[src/rtl/mips_fetch_stage_if.sv]
// Instruction-memory handshake between the fetch stage (master) and the imem (slave).
// Request is held until the matching rvalid; rvalid may arrive in the same cycle as the request.
interface mips_fetch_stage_if #(
  parameter int unsigned ADDR_W = 32
);
  logic              imem_req;
  logic [ADDR_W-1:0] imem_addr;
  logic [31:0]       imem_rdata;
  logic              imem_rvalid;

  modport master (
    output imem_req,
    output imem_addr,
    input  imem_rdata,
    input  imem_rvalid
  );

  modport slave (
    input  imem_req,
    input  imem_addr,
    output imem_rdata,
    output imem_rvalid
  );
endinterface

[src/rtl/mips_fetch_stage.sv]
// IF stage of the mipspipe 5-stage pipeline: owns the PC, fetches over a hold-until-valid
// handshake, parks a word in a 1-entry skid when stalled, and drains a stale access after a
// redirect. Optional macro FETCH_STATS_EN adds fetch_count/bubble_count outputs.
module mips_fetch_stage #(
  parameter int unsigned       ADDR_W   = 32,
  parameter logic [ADDR_W-1:0] RESET_PC = '0,
  parameter logic [31:0]       NOP      = 32'h0000_0020
) (
  input  logic                clock,
  input  logic                reset,
  input  logic                stall,
  input  logic                redirect,
  input  logic [ADDR_W-1:0]   redirect_pc,
  mips_fetch_stage_if.master  imem,
  output logic [31:0]         ifid_ir,
  output logic [ADDR_W-1:0]   ifid_pc4,
  output logic                ifid_valid
`ifdef FETCH_STATS_EN
  ,
  output logic [31:0]         fetch_count,
  output logic [31:0]         bubble_count
`endif
);

  typedef enum logic [1:0] {StRun, StHold, StDrop} state_e;

  state_e            state_q, state_d;
  logic [ADDR_W-1:0] pc_q, pc_d;
  logic [ADDR_W-1:0] drop_addr_q, drop_addr_d;
  logic [31:0]       skid_ir_q, skid_ir_d;
  logic [ADDR_W-1:0] skid_pc4_q, skid_pc4_d;
  logic [31:0]       ir_q, ir_d;
  logic [ADDR_W-1:0] pc4_q, pc4_d;
  logic              valid_q, valid_d;
  logic              ifid_we;
  logic [ADDR_W-1:0] pc_plus4;
  logic [ADDR_W-1:0] target;

  assign pc_plus4 = pc_q + ADDR_W'(4);
  assign target   = {redirect_pc[ADDR_W-1:2], 2'b00};

  // Request is gated by reset so it stays low during the reset cycle itself.
  assign imem.imem_req  = ((state_q == StRun) || (state_q == StDrop)) && !reset;
  assign imem.imem_addr = (state_q == StDrop) ? drop_addr_q : pc_q;

  assign ifid_ir    = ir_q;
  assign ifid_pc4   = pc4_q;
  assign ifid_valid = valid_q;

  // Next-state: redirect beats stall beats normal flow.
  always_comb begin
    state_d     = state_q;
    pc_d        = pc_q;
    drop_addr_d = drop_addr_q;
    skid_ir_d   = skid_ir_q;
    skid_pc4_d  = skid_pc4_q;
    ir_d        = ir_q;
    pc4_d       = pc4_q;
    valid_d     = valid_q;
    ifid_we     = 1'b0;

    if (redirect) begin
      ifid_we    = 1'b1;
      ir_d       = NOP;
      valid_d    = 1'b0;
      skid_ir_d  = NOP;
      skid_pc4_d = '0;
      pc_d       = target;
      // An access still in flight must be drained before the target can be requested.
      if (imem.imem_req && !imem.imem_rvalid) begin
        state_d     = StDrop;
        drop_addr_d = imem.imem_addr;
      end else begin
        state_d = StRun;
      end
    end else begin
      unique case (state_q)
        StRun: begin
          if (stall) begin
            if (imem.imem_rvalid) begin
              skid_ir_d  = imem.imem_rdata;
              skid_pc4_d = pc_plus4;
              pc_d       = pc_plus4;
              state_d    = StHold;
            end
          end else begin
            ifid_we = 1'b1;
            if (imem.imem_rvalid) begin
              ir_d    = imem.imem_rdata;
              pc4_d   = pc_plus4;
              valid_d = 1'b1;
              pc_d    = pc_plus4;
            end else begin
              ir_d    = NOP;
              valid_d = 1'b0;
            end
          end
        end
        StHold: begin
          if (!stall) begin
            ifid_we = 1'b1;
            ir_d    = skid_ir_q;
            pc4_d   = skid_pc4_q;
            valid_d = 1'b1;
            state_d = StRun;
          end
        end
        StDrop: begin
          if (!stall) begin
            ifid_we = 1'b1;
            ir_d    = NOP;
            valid_d = 1'b0;
          end
          // Stale data is discarded; stall does not hold up the drain.
          if (imem.imem_rvalid) begin
            state_d = StRun;
          end
        end
        default: state_d = StRun;
      endcase
    end
  end

  // State and pipeline registers.
  always_ff @(posedge clock or posedge reset) begin
    if (reset) begin
      state_q     <= StRun;
      pc_q        <= RESET_PC;
      drop_addr_q <= '0;
      skid_ir_q   <= NOP;
      skid_pc4_q  <= '0;
      ir_q        <= NOP;
      pc4_q       <= '0;
      valid_q     <= 1'b0;
    end else begin
      state_q     <= state_d;
      pc_q        <= pc_d;
      drop_addr_q <= drop_addr_d;
      skid_ir_q   <= skid_ir_d;
      skid_pc4_q  <= skid_pc4_d;
      ir_q        <= ir_d;
      pc4_q       <= pc4_d;
      valid_q     <= valid_d;
    end
  end

`ifdef FETCH_STATS_EN
  logic [31:0] fetch_cnt_q, bubble_cnt_q;

  assign fetch_count  = fetch_cnt_q;
  assign bubble_count = bubble_cnt_q;

  // Count real instructions and unstalled bubbles written into IF/ID.
  always_ff @(posedge clock or posedge reset) begin
    if (reset) begin
      fetch_cnt_q  <= '0;
      bubble_cnt_q <= '0;
    end else begin
      if (ifid_we && valid_d) begin
        fetch_cnt_q <= fetch_cnt_q + 32'd1;
      end
      if (ifid_we && !valid_d && !stall) begin
        bubble_cnt_q <= bubble_cnt_q + 32'd1;
      end
    end
  end
`endif

endmodule
[src/flat_wrapper.sv]
// flat-port wrapper written by rule: the top's interface ports become plain ports
module mips_fetch_stage_flat 
#(
  parameter int unsigned       ADDR_W   = 32,
  parameter logic [ADDR_W-1:0] RESET_PC = '0,
  parameter logic [31:0]       NOP      = 32'h0000_0020
)
  (clock, reset, stall, redirect, redirect_pc, ifid_ir, ifid_pc4, ifid_valid, imem_imem_req, imem_imem_addr, imem_imem_rdata, imem_imem_rvalid);
  mips_fetch_stage_if #(.ADDR_W(ADDR_W)) imem_i ();
  input  logic clock;
  input  logic reset;
  input  logic stall;
  input  logic redirect;
  input  logic [ADDR_W-1:0] redirect_pc;
  output logic [31:0] ifid_ir;
  output logic [ADDR_W-1:0] ifid_pc4;
  output logic ifid_valid;
  output wire logic [$bits(imem_i.imem_req)-1:0] imem_imem_req;
  output wire logic [$bits(imem_i.imem_addr)-1:0] imem_imem_addr;
  input wire logic [$bits(imem_i.imem_rdata)-1:0] imem_imem_rdata;
  input wire logic [$bits(imem_i.imem_rvalid)-1:0] imem_imem_rvalid;
  assign imem_imem_req = imem_i.imem_req;
  assign imem_imem_addr = imem_i.imem_addr;
  assign imem_i.imem_rdata = imem_imem_rdata;
  assign imem_i.imem_rvalid = imem_imem_rvalid;
  mips_fetch_stage #(.ADDR_W(ADDR_W), .RESET_PC(RESET_PC), .NOP(NOP)) u_core (.clock(clock), .reset(reset), .stall(stall), .redirect(redirect), .redirect_pc(redirect_pc), .imem(imem_i), .ifid_ir(ifid_ir), .ifid_pc4(ifid_pc4), .ifid_valid(ifid_valid));
endmodule
[config.mk]
export PLATFORM = sky130hd
export DESIGN_NAME = mips_fetch_stage_flat
export DESIGN_NICKNAME = d
export VERILOG_FILES = /design/src/rtl/mips_fetch_stage_if.sv /design/src/rtl/mips_fetch_stage.sv /design/src/flat_wrapper.sv
export SDC_FILE = /design/constraint.sdc
export NUM_CORES = 1
export LEC_CHECK = 0
export ABC_AREA = 1
export BUFFER_PORTS_ARGS = -buffer_cell sky130_fd_sc_hd__buf_2
export CORE_UTILIZATION = 30
export CTS_BUF_LIST = sky130_fd_sc_hd__clkbuf_16
export CTS_CLUSTER_DIAMETER = 60
export CTS_CLUSTER_SIZE = 28
export DETAILED_ROUTE_END_ITERATION = 10
export GPL_TIMING_DRIVEN = 1
export PLACE_DENSITY = 0.49
export SLEW_MARGIN = 20
export SYNTH_ARGS = -nofsm -noshare
export SYNTH_HDL_FRONTEND = slang
export SYNTH_SLANG_ARGS = --single-unit
[constraint.sdc]
create_clock -name clock -period 5.4 [get_ports clock]
set_input_delay 0 -clock clock [delete_from_list [all_inputs] [get_ports clock]]
set_output_delay 0 -clock clock [all_outputs]
set_load 0.01 [all_outputs]
Yosys cells after proc, flatten, opt, wreduce, memory -nomap -nowiden:

Cells that the tools add are included.

* word-level logic and storage cells: 71
* flip-flop bits (word level): 195
* output and inout port bits: 98

* multiplexer cells: 33
* add/subtract/negate cells: 1
* reductions and logical operators: 17
* equality and inequality tests: 11
* bitwise gates (word level): 1

Operator list (number)
* $mux W32: 18
* $pmux W32 S3: 1
* $pmux W32 S2: 1
* $add A32 B3 Y32 const B: 1
* $ne A3 B3 Y1 const B: 6
* $mux W2: 6
* $reduce_and A4 Y1: 2
* $reduce_bool A2 Y1: 4
* $ne A2 B2 Y1 const B: 3
* $pmux W2 S3: 1
* $mux W1: 5
* $reduce_and A5 Y1: 1
* $reduce_and A2 Y1: 2
* $reduce_bool A4 Y1: 1
* $pmux W1 S3: 1
* $reduce_and A3 Y1: 1
* $eq A2 B1 Y1 const B: 1
* $eq A2 B2 Y1 const B: 1
* $logic_and A1 B1 Y1: 2
* $logic_not A1 Y1: 2
* $logic_not A2 Y1: 1
* $logic_or A1 B1 Y1: 1
* $not A1 Y1: 1

Depth between registers and ports, before layout:

Gate-level depths: netlist of the first run.

* word-level depth: 6
* depth in mapped cells: 11

Least setup slack after synthesis of the first run:

No wires, ideal clock.

* path kind: input-to-reg
* from: input port reset
* to: register u_core.drop_addr_q[10]
* stages: 7
* data arrival time: 5930 ps
* setup slack: -647 ps
* path buffers: 1
* path through: inv_1 -> o21ai_0 -> nor3_4 -> inv_2 -> buf_2 -> nand2_1 -> nand2_1

* word-level cells in the longest chain between the ends: 4

Ends and longest elaborated chain
* start, declared: line flat_wrapper.sv:11 `input logic reset;`
* $logic_not A1 Y1: line mips_fetch_stage.sv:43 `assign imem.imem_req = ((state_q == StRun) || (state_q == StDrop)) && !reset;`
* $logic_and A1 B1 Y1: line mips_fetch_stage.sv:43
* $logic_and A1 B1 Y1: line mips_fetch_stage.sv:70 `if (imem.imem_req && !imem.imem_rvalid) begin`
* $reduce_and A2 Y1 (no source line)
* end signal, assigned: line mips_fetch_stage.sv:138 `drop_addr_q <= drop_addr_d;`
* end, declared: line mips_fetch_stage.sv:29 `logic [ADDR_W-1:0] drop_addr_q, drop_addr_d;`

No other way between the ends.
A chain may end at the register's enable or synchronous reset.

Final worst setup path of the first run:

* from: register u_core.state_q[1]
* to: register u_core.ir_q[2], in the netlist u_core.ifid_ir[2]

* word-level cells in the longest chain between the ends: 3

Ends and longest elaborated chain
* start, declared: line mips_fetch_stage.sv:27 `state_e state_q, state_d;`
* start signal, assigned: line mips_fetch_stage.sv:127 `state_q <= StRun;`
* start signal, assigned: line mips_fetch_stage.sv:136 `state_q <= state_d;`
* $eq A2 B2 Y1, or another cell as far along: line mips_fetch_stage.sv:77 `unique case (state_q)`
* $ne A3 B3 Y1 (no source line), or another cell as far along
* $reduce_and A4 Y1 (no source line) / $mux W32 (equally long branches)
* end signal, assigned: line mips_fetch_stage.sv:141 `ir_q <= ir_d;`
* end, declared: line mips_fetch_stage.sv:32 `logic [31:0] ir_q, ir_d;`

Several ways; a longest one is shown, not always the timed one.

==> impl_metrics.toml, run 1 <==
[synth]
synth_commonest_cells = "nand2_1 (456), dfrtp_1 (189), nand3_1 (159), nor2_1 (120), o21ai_0 (66)"
synthesis.nets = 1330
synth_area_sq_um = 9460
synth.top_cell.area_share_pct = 50.0
synth.most_common_cell = "nand2_1"
synth_area_per_cell_sq_um = 7.53
synthTopCellsByArea = "dfrtp_1 (50%), nand2_1 (18%), nand3_1 (8.4%), nor2_1 (4.8%), o21ai_0 (3.5%)"
ys_ff_latch = 191
yosys_warnings = 0
syn_inst = 1257
ys_types = 33
seq_area_frac_synth_pct = 50.5
ys.flop_type = "dfrtp_1"
synth_edf_count = 0
synth.largest_area_cell = "dfrtp_1"
async_flop_share_pct = 100

[power_and_ir_drop]
finalPower_w = 0.00572
powerDensity_nw_per_um2 = 483
p_leak_nw = 5.99
vdd_drop_max_uv = 242

[floorplanning]
io_pins = 167
dieHeight_um = 180
dieWidth_um = 180
start_util_pct = 30.7
core_sq_um = 30800
dieArea_sq_um = 32200
rows = 64

[sta]
slew_headroom_pct = 34.7
worst_pin_slew_ns = 0.976
fmaxAchievable_mhz = 319
fin_crit_sh_pct = 58.1
grt_setup_unrepaired = "false"
final_max_slew_viol_count = 0
final.setup.tns_ns = 0
hold_viol_final = 0
fin_skew_ns = 0.0150
fin_crit_ns = 3.14
finalSetupViolations = 0

[setup_path]
crit_arrival_ns = 3.49
start_kind = "flip-flop"
cp_data_required_time_ns = 5.75
end_kind = "flip-flop"
path_max_fanout = 32
critPathKind = "flip-flop to flip-flop"
rrSetupSlack_ns = 2.26

[cells_and_area]
nets = 1519
areaGrowthSynthToFinish_pct = 25.0
finalNonFillerCells = 1856
layout-drive-gt1-share_pct = 15.7

[route]
wl_per_cell_um = 16.3
wl_um = 30200
antenna_left = 0
dr.pass1.iters = 8
initialDrtViolationCount = 564
vias_per_cell = 4.76
drc = 26
num_vias = 8837

[grt]
use_met1_pct = 26.7
antenna_found_initial = 1
gr-total-overflow = 0
grt_pass1_vias = 8522
grt_max_degree = 74
grt_usage_pct = 19.2
grt_use_met3_pct = 5.15
grt_busiest_layer = "met2"
grt_pass1_wl_um = 48700
grtUsageMet2_pct = 29.4

[placed_design]
place_inst = 1759
gp_congestion = 0.887
io_buffers = 164
hpwlAfterDp_um = 20100

[clocking]
clockRootBuffer = "clkbuf_16"
numCtsBuffers = 17
cts_max_path_buffers = 2
clk_pin_slew_ns = 0.07
clk_latency_ns = 0.45
htree_levels = 4
cts_tree = "done"
clock-sinks = 191

[hold_path]
hold_path_class = "input port to asynchronous set/reset pin"

[job]
maxCapViolCount = 0

[status]
violations = "DRC"
status = "complete, but fails checks"
-- sequential cells by signal (all words and copies together), names as in the netlist --
| name | flops |
|---|---|
| u_core.skid_ir_q | 32 |
| u_core.drop_addr_q | 32 |
| u_core.ifid_valid | 1 |
| u_core.ifid_ir | 32 |
| u_core.pc_q | 30 |
| u_core.skid_pc4_q | 31 |
| u_core.state_q | 2 |
| u_core.ifid_pc4 | 31 |
-- worst max-delay path: stages, from the launching register on --
cell and delay (ns):
dfrtp_1 0.40, inv_1 0.09, ha_1 0.15, buf_4 0.26, inv_1 0.37, buf_4 0.38, nand4_2 0.16, inv_2 0.09
nor2_4 0.47, buf_4 0.43, nor2_1 0.07, a31oi_1 0.15
-- timing repair --
| item | in CTS | in global routing |
|---|---|---|
| endpoints found under the hold margin | 102 | 0 |
| endpoints found under the setup margin | 0 | 0 |
| hold buffers | 64 | 0 |
| setup buffers | 0 | 0 |
| resized for setup | 0 | 0 |
-- per-stage QoR --
step	util, %	setup slack [ns]	cell area [sq um]	hold slack [ns]
2_1_floorplan	-	1.37	9460	0.133
3_3_place_gp	34.3	2.31	10600	-0.0389
3_5_place_dp	34.3	2.22	10600	-0.0416
4_1_cts	38.3	2.22	11800	0.0318
5_1_grt	38.3	1.99	11800	0.0477
6_report	38.4	2.26	11800	0.0373
-- cell usage in the layout (no fill, tap or decap), types with 3 or more instances in the layout --
master and n:
a22oi_1 3, a32o_1 3, nand2_1 456, dlygate4sd3_1 64, o21ai_1 14, a21oi_1 33, clkbuf_16 17, ha_1 4
nand2_2 3, inv_1 63, buf_2 164, dfrtp_1 189, a31oi_1 35, o21ai_0 66, inv_2 6, xor2_1 7
bufinv_16 4, buf_4 15, nand3_1 159, clkinv_1 3, clkinv_4 3, nor2_2 4, nor2_1 119
-- power breakdown --
| part | internal (W) | switching, W |
|---|---|---|
| logic | 0.000713 | 0.00139 |
| clock network | 0.000775 | 0.000599 |
| registers | 0.00192 | 0.000318 |
-- layout make-up --
cell class	instances	area, sq um
clock inverters	15	193
well taps	396	495
multi-input cells	922	4080
repair buffers	243	1570
inverters	71	273
diodes	1	2.50
flip-flops and latches	191	4780
clock buffers	17	425
fillers	3263	19000
-- cells by family after synthesis --
group / share of synthesized area, %
flops: 50.5
simple gates: 32.5
buf+inv: 6.41
compound gates: 9.40
xor+xnor: 0.648
fa+ha+maj: 0.529
-- layer usage --
| metal | part of all wire [%] | up-vias |
|---|---|---|
| met5 | 0 | - |
| met4 | 1.4 | 0 |
| met3 | 6.3 | 24 |
| met2 | 45 | 234 |
| met1 | 48 | 4151 |
| li1 | - | 4428 |
-- path summary, 6_finish.rpt --
kind	from	end	depth (start not counted)
max	u_core.state_q[1]$_DFFE_PP0P_	u_core.ifid_ir[2]$_DFFE_PP0P_	11
min in group clock	stall	u_core.ifid_valid$_DFFE_PP0P_	4
min	reset	u_core.ifid_ir[14]$_DFFE_PP0P_	3
min reg2reg	u_core.drop_addr_q[11]$_DFFE_PP0P_	u_core.drop_addr_q[11]$_DFFE_PP0P_	2
max reg2reg	u_core.state_q[1]$_DFFE_PP0P_	u_core.ifid_ir[2]$_DFFE_PP0P_	11
max in group asynchronous	reset	u_core.drop_addr_q[6]$_DFFE_PP0P_	5
(Power assumes the default switching activity.)
==> run 2, diff against run 1 <==
--- a/config.mk
+++ b/config.mk
@@ -5,7 +5,7 @@
 export SDC_FILE = /design/constraint.sdc
 export NUM_CORES = 1
 export LEC_CHECK = 0
-export ABC_AREA = 1
+export ABC_AREA = 0
 export BUFFER_PORTS_ARGS = -buffer_cell sky130_fd_sc_hd__buf_2
 export CORE_UTILIZATION = 30
 export CTS_BUF_LIST = sky130_fd_sc_hd__clkbuf_16
==> constraint.sdc (replaced) <==
create_clock -name clock -period 2.5 [get_ports clock]
set_input_delay 0 -clock clock [delete_from_list [all_inputs] [get_ports clock]]
set_output_delay 0 -clock clock [all_outputs]
set_load 0.01 [all_outputs]
==> run 2 against run 1 <==
Effect of this change: the run now ends clean; routed wire length shrank 9.8%; final area grew 1.1%; first-iteration DRC count shrank 3.5%; worst setup slack lost 2.0 ns; fmax grew 42%; via count shrank 13%; flip-flop and latch count is the same; non-clock buffer count grew 28; critical path type unchanged.
==> impl_metrics.toml, run 2 <==
[status]
status = "completed"

[setup_path]
cp-startpoint = "u_core.state_q[1]$_DFFE_PP0P_"
critical-path-top-delay-family = "compound AO/OA/AOI/OAI gates"
crit_arrival_ns = 2.56
path_max_fanout = 25
path_cells = "inv_1, ha_1, buf_4, nand2b_1, a211oi_2, buf_12, nand2_1, o211ai_1"
start_kind = "flip-flop"
worst-path-buf-inv = 3
end_kind = "flip-flop"
reg2reg_from = "u_core.state_q[1]$_DFFE_PP0P_"
cp_data_required_time_ns = 2.86
critPathKind = "flip-flop to flip-flop"
critical_path.max_stage_delay_ns = 0.40
slowest_stage = "dfrtp_1"

[cells_and_area]
final_common_cell = "dfrtp_1"
multiInputGateArea_sq_um = 4220
ff_latch_area_sq_um = 4780
diodes = 0
fill_cells = 3100
mostFrequentLayoutCells = "dfrtp_1 (189), nand2_1 (179), buf_2 (163)"
final_util_pct = 39.0
layout-drive-gt1-share_pct = 27.0
nets = 1241
areaGrowthSynthToFinish_pct = 27.7

[sta]
fin_crit_ns = 2.21
fmaxAchievable_mhz = 453
worst_pin_slew_ns = 0.961
slew_headroom_pct = 35.8
final.setup.tns_ns = 0
fin_crit_sh_pct = 88.2
hold_viol_final = 0
finalSetupViolations = 0
final_max_slew_viol_count = 0
grt_setup_unrepaired = "false"
fin_skew_ns = 0.0111

[floorplanning]
dieArea_sq_um = 31900
dieWidth_um = 179
start_util_pct = 30.5
dieHeight_um = 179
io_pins = 167
rows = 64
core_sq_um = 30700

[hold_path]
hold_path_class = "input port to asynchronous set/reset pin"

[grt]
grt_usage_pct = 17.5
grt_pass1_vias = 7412
gr-total-overflow = 0
grt_max_degree = 77
grt_pass1_wl_um = 42600
antenna_found_initial = 1

[route]
num_vias = 7724
wl_per_cell_um = 17.3
vias_per_cell = 4.90
initialDrtViolationCount = 544
wl_um = 27200
dr.pass1.iters = 6
drc = 0
antenna_left = 0

[clocking]
cts_tree = "done"
clk_pin_slew_ns = 0.07
clockRootBuffer = "clkbuf_16"
cts_max_path_buffers = 2
clock-sinks = 191
numCtsBuffers = 17
cts_resized = 0
clk_latency_ns = 0.45
htree_levels = 4

[synth]
syn_inst = 961
yosys_warnings = 0
synth_edf_count = 0
synth.largest_area_cell = "dfrtp_1"
synth.most_common_cell = "dfrtp_1"
synthTopCellsByArea = "dfrtp_1 (51%), mux2_2 (7.6%), nand2_1 (7.2%), o21ai_0 (3.7%), a21oi_1 (3.1%)"
synth.top_cell.area_share_pct = 50.5
synth_commonest_cells = "dfrtp_1 (189), nand2_1 (179), o21ai_0 (70), mux2_2 (63), clkbuf_1 (59)"
synthesis.nets = 1034
ys_ff_latch = 191
synth_area_per_cell_sq_um = 9.74
async_flop_share_pct = 100
seq_area_frac_synth_pct = 51.1
ys_types = 53
ys.flop_type = "dfrtp_1"
synth_area_sq_um = 9360

[job]
maxCapViolCount = 0

[power_and_ir_drop]
powerDensity_nw_per_um2 = 691
switchingPower_w = 0.00260
p_clk_share_pct = 30.8
p_comb_share_pct = 22.5
power.internal_w = 0.00566
p_sw_share_pct = 31.5
power_frac_seq_pct = 46.7
vdd_drop_max_uv = 472
p_leak_nw = 5.20

[placed_design]
io_buffers = 164
gp_congestion = 0.804
hpwlAfterDp_um = 18100
-- run 2: cells by family after synthesis --
family	after synthesis	synth area share, %
AND/OR/NAND/NOR	327	16.5
AO/OA/AOI/OAI	232	15.2
multiplexers	65	7.79
adder cells (fa/ha/maj)	4	0.535
buffers and inverters	91	4.13
XOR/XNOR	51	4.77
flip-flops	191	51.1
-- run 2: worst reg2reg max path, stage by stage, from the launching register on --
cell and delay [ns]:
dfrtp_1 0.40, inv_1 0.08, ha_1 0.16, buf_4 0.25, nand2b_1 0.12, a211oi_2 0.36, buf_12 0.22, nand2_1 0.26
o211ai_1 0.27
-- run 2: stage by stage --
step,hold WS [ns],instances,cell area (sq um),power [W],setup slack [ns]
finish,0.226,1577,12000,0.00826,0.294
global route,0.271,1577,12000,0.00874,0.0710
CTS,0.243,1576,11900,0.00837,0.145
detailed placement,0.139,1478,10800,0.00572,0.155
global placement,0.142,1478,10800,0.00569,0.198
floorplan,0.0548,961,9370,0.00496,0.0392
-- run 2: power by group through the flow --
stage,registers [W],logic [W],clock network (W)
2_1_floorplan,0.00391,0.00104,0
3_3_place_gp,0.00390,0.00179,0
3_5_place_dp,0.00392,0.00180,0
4_1_cts,0.00386,0.00188,0.00262
5_1_grt,0.00393,0.00207,0.00274
6_report,0.00386,0.00186,0.00254
-- run 2: final cells by class --
class | count | share of cell area (%)
Multi-Input combinational cell | 680 | 35.3
Clock inverter | 15 | 0.837
Clock buffer | 17 | 3.56
Timing Repair Buffer | 271 | 15.9
Tap cell | 396 | 4.14
Inverter | 7 | 0.251
Sequential cell | 191 | 40.0
-- run 2: timing repair --
item | CTS | global route
hold buffers | 66 | 0
setup endpoints to repair | 0 | 6
endpoints found under the hold margin | 124 | 0
buffers inserted | 0 | 0
-- run 2: metal layers --
| layer | vias to the layer above | track usage (%) | part of all wire [%] |
|---|---|---|---|
| li1 | 3791 | - | - |
| met1 | 3726 | 26.0 | 50 |
| met2 | 178 | 25.2 | 44 |
| met3 | 27 | 3.48 | 4.1 |
| met4 | 2 | 5.30 | 1.4 |
| met5 | - | 0 | 0.037 |
-- run 2: path summary, 6_finish.rpt --
kind                                               endpoint  slack (ns)  cells past startpoint
setup / recovery            u_core.ifid_pc4[31]$_DFFE_PP0P_        0.29                      8
hold / removal             u_core.skid_ir_q[30]$_DFFE_PP0P_        0.23                      3
setup reg to reg            u_core.ifid_pc4[31]$_DFFE_PP0P_        0.29                      8
hold reg to reg              u_core.ifid_pc4[5]$_DFFE_PP0P_        0.47                      2
max in group asynchronous    u_core.ifid_ir[26]$_DFFE_PP0P_        1.38                      4
min in group clock              u_core.pc_q[12]$_DFFE_PP0P_        0.29                      4
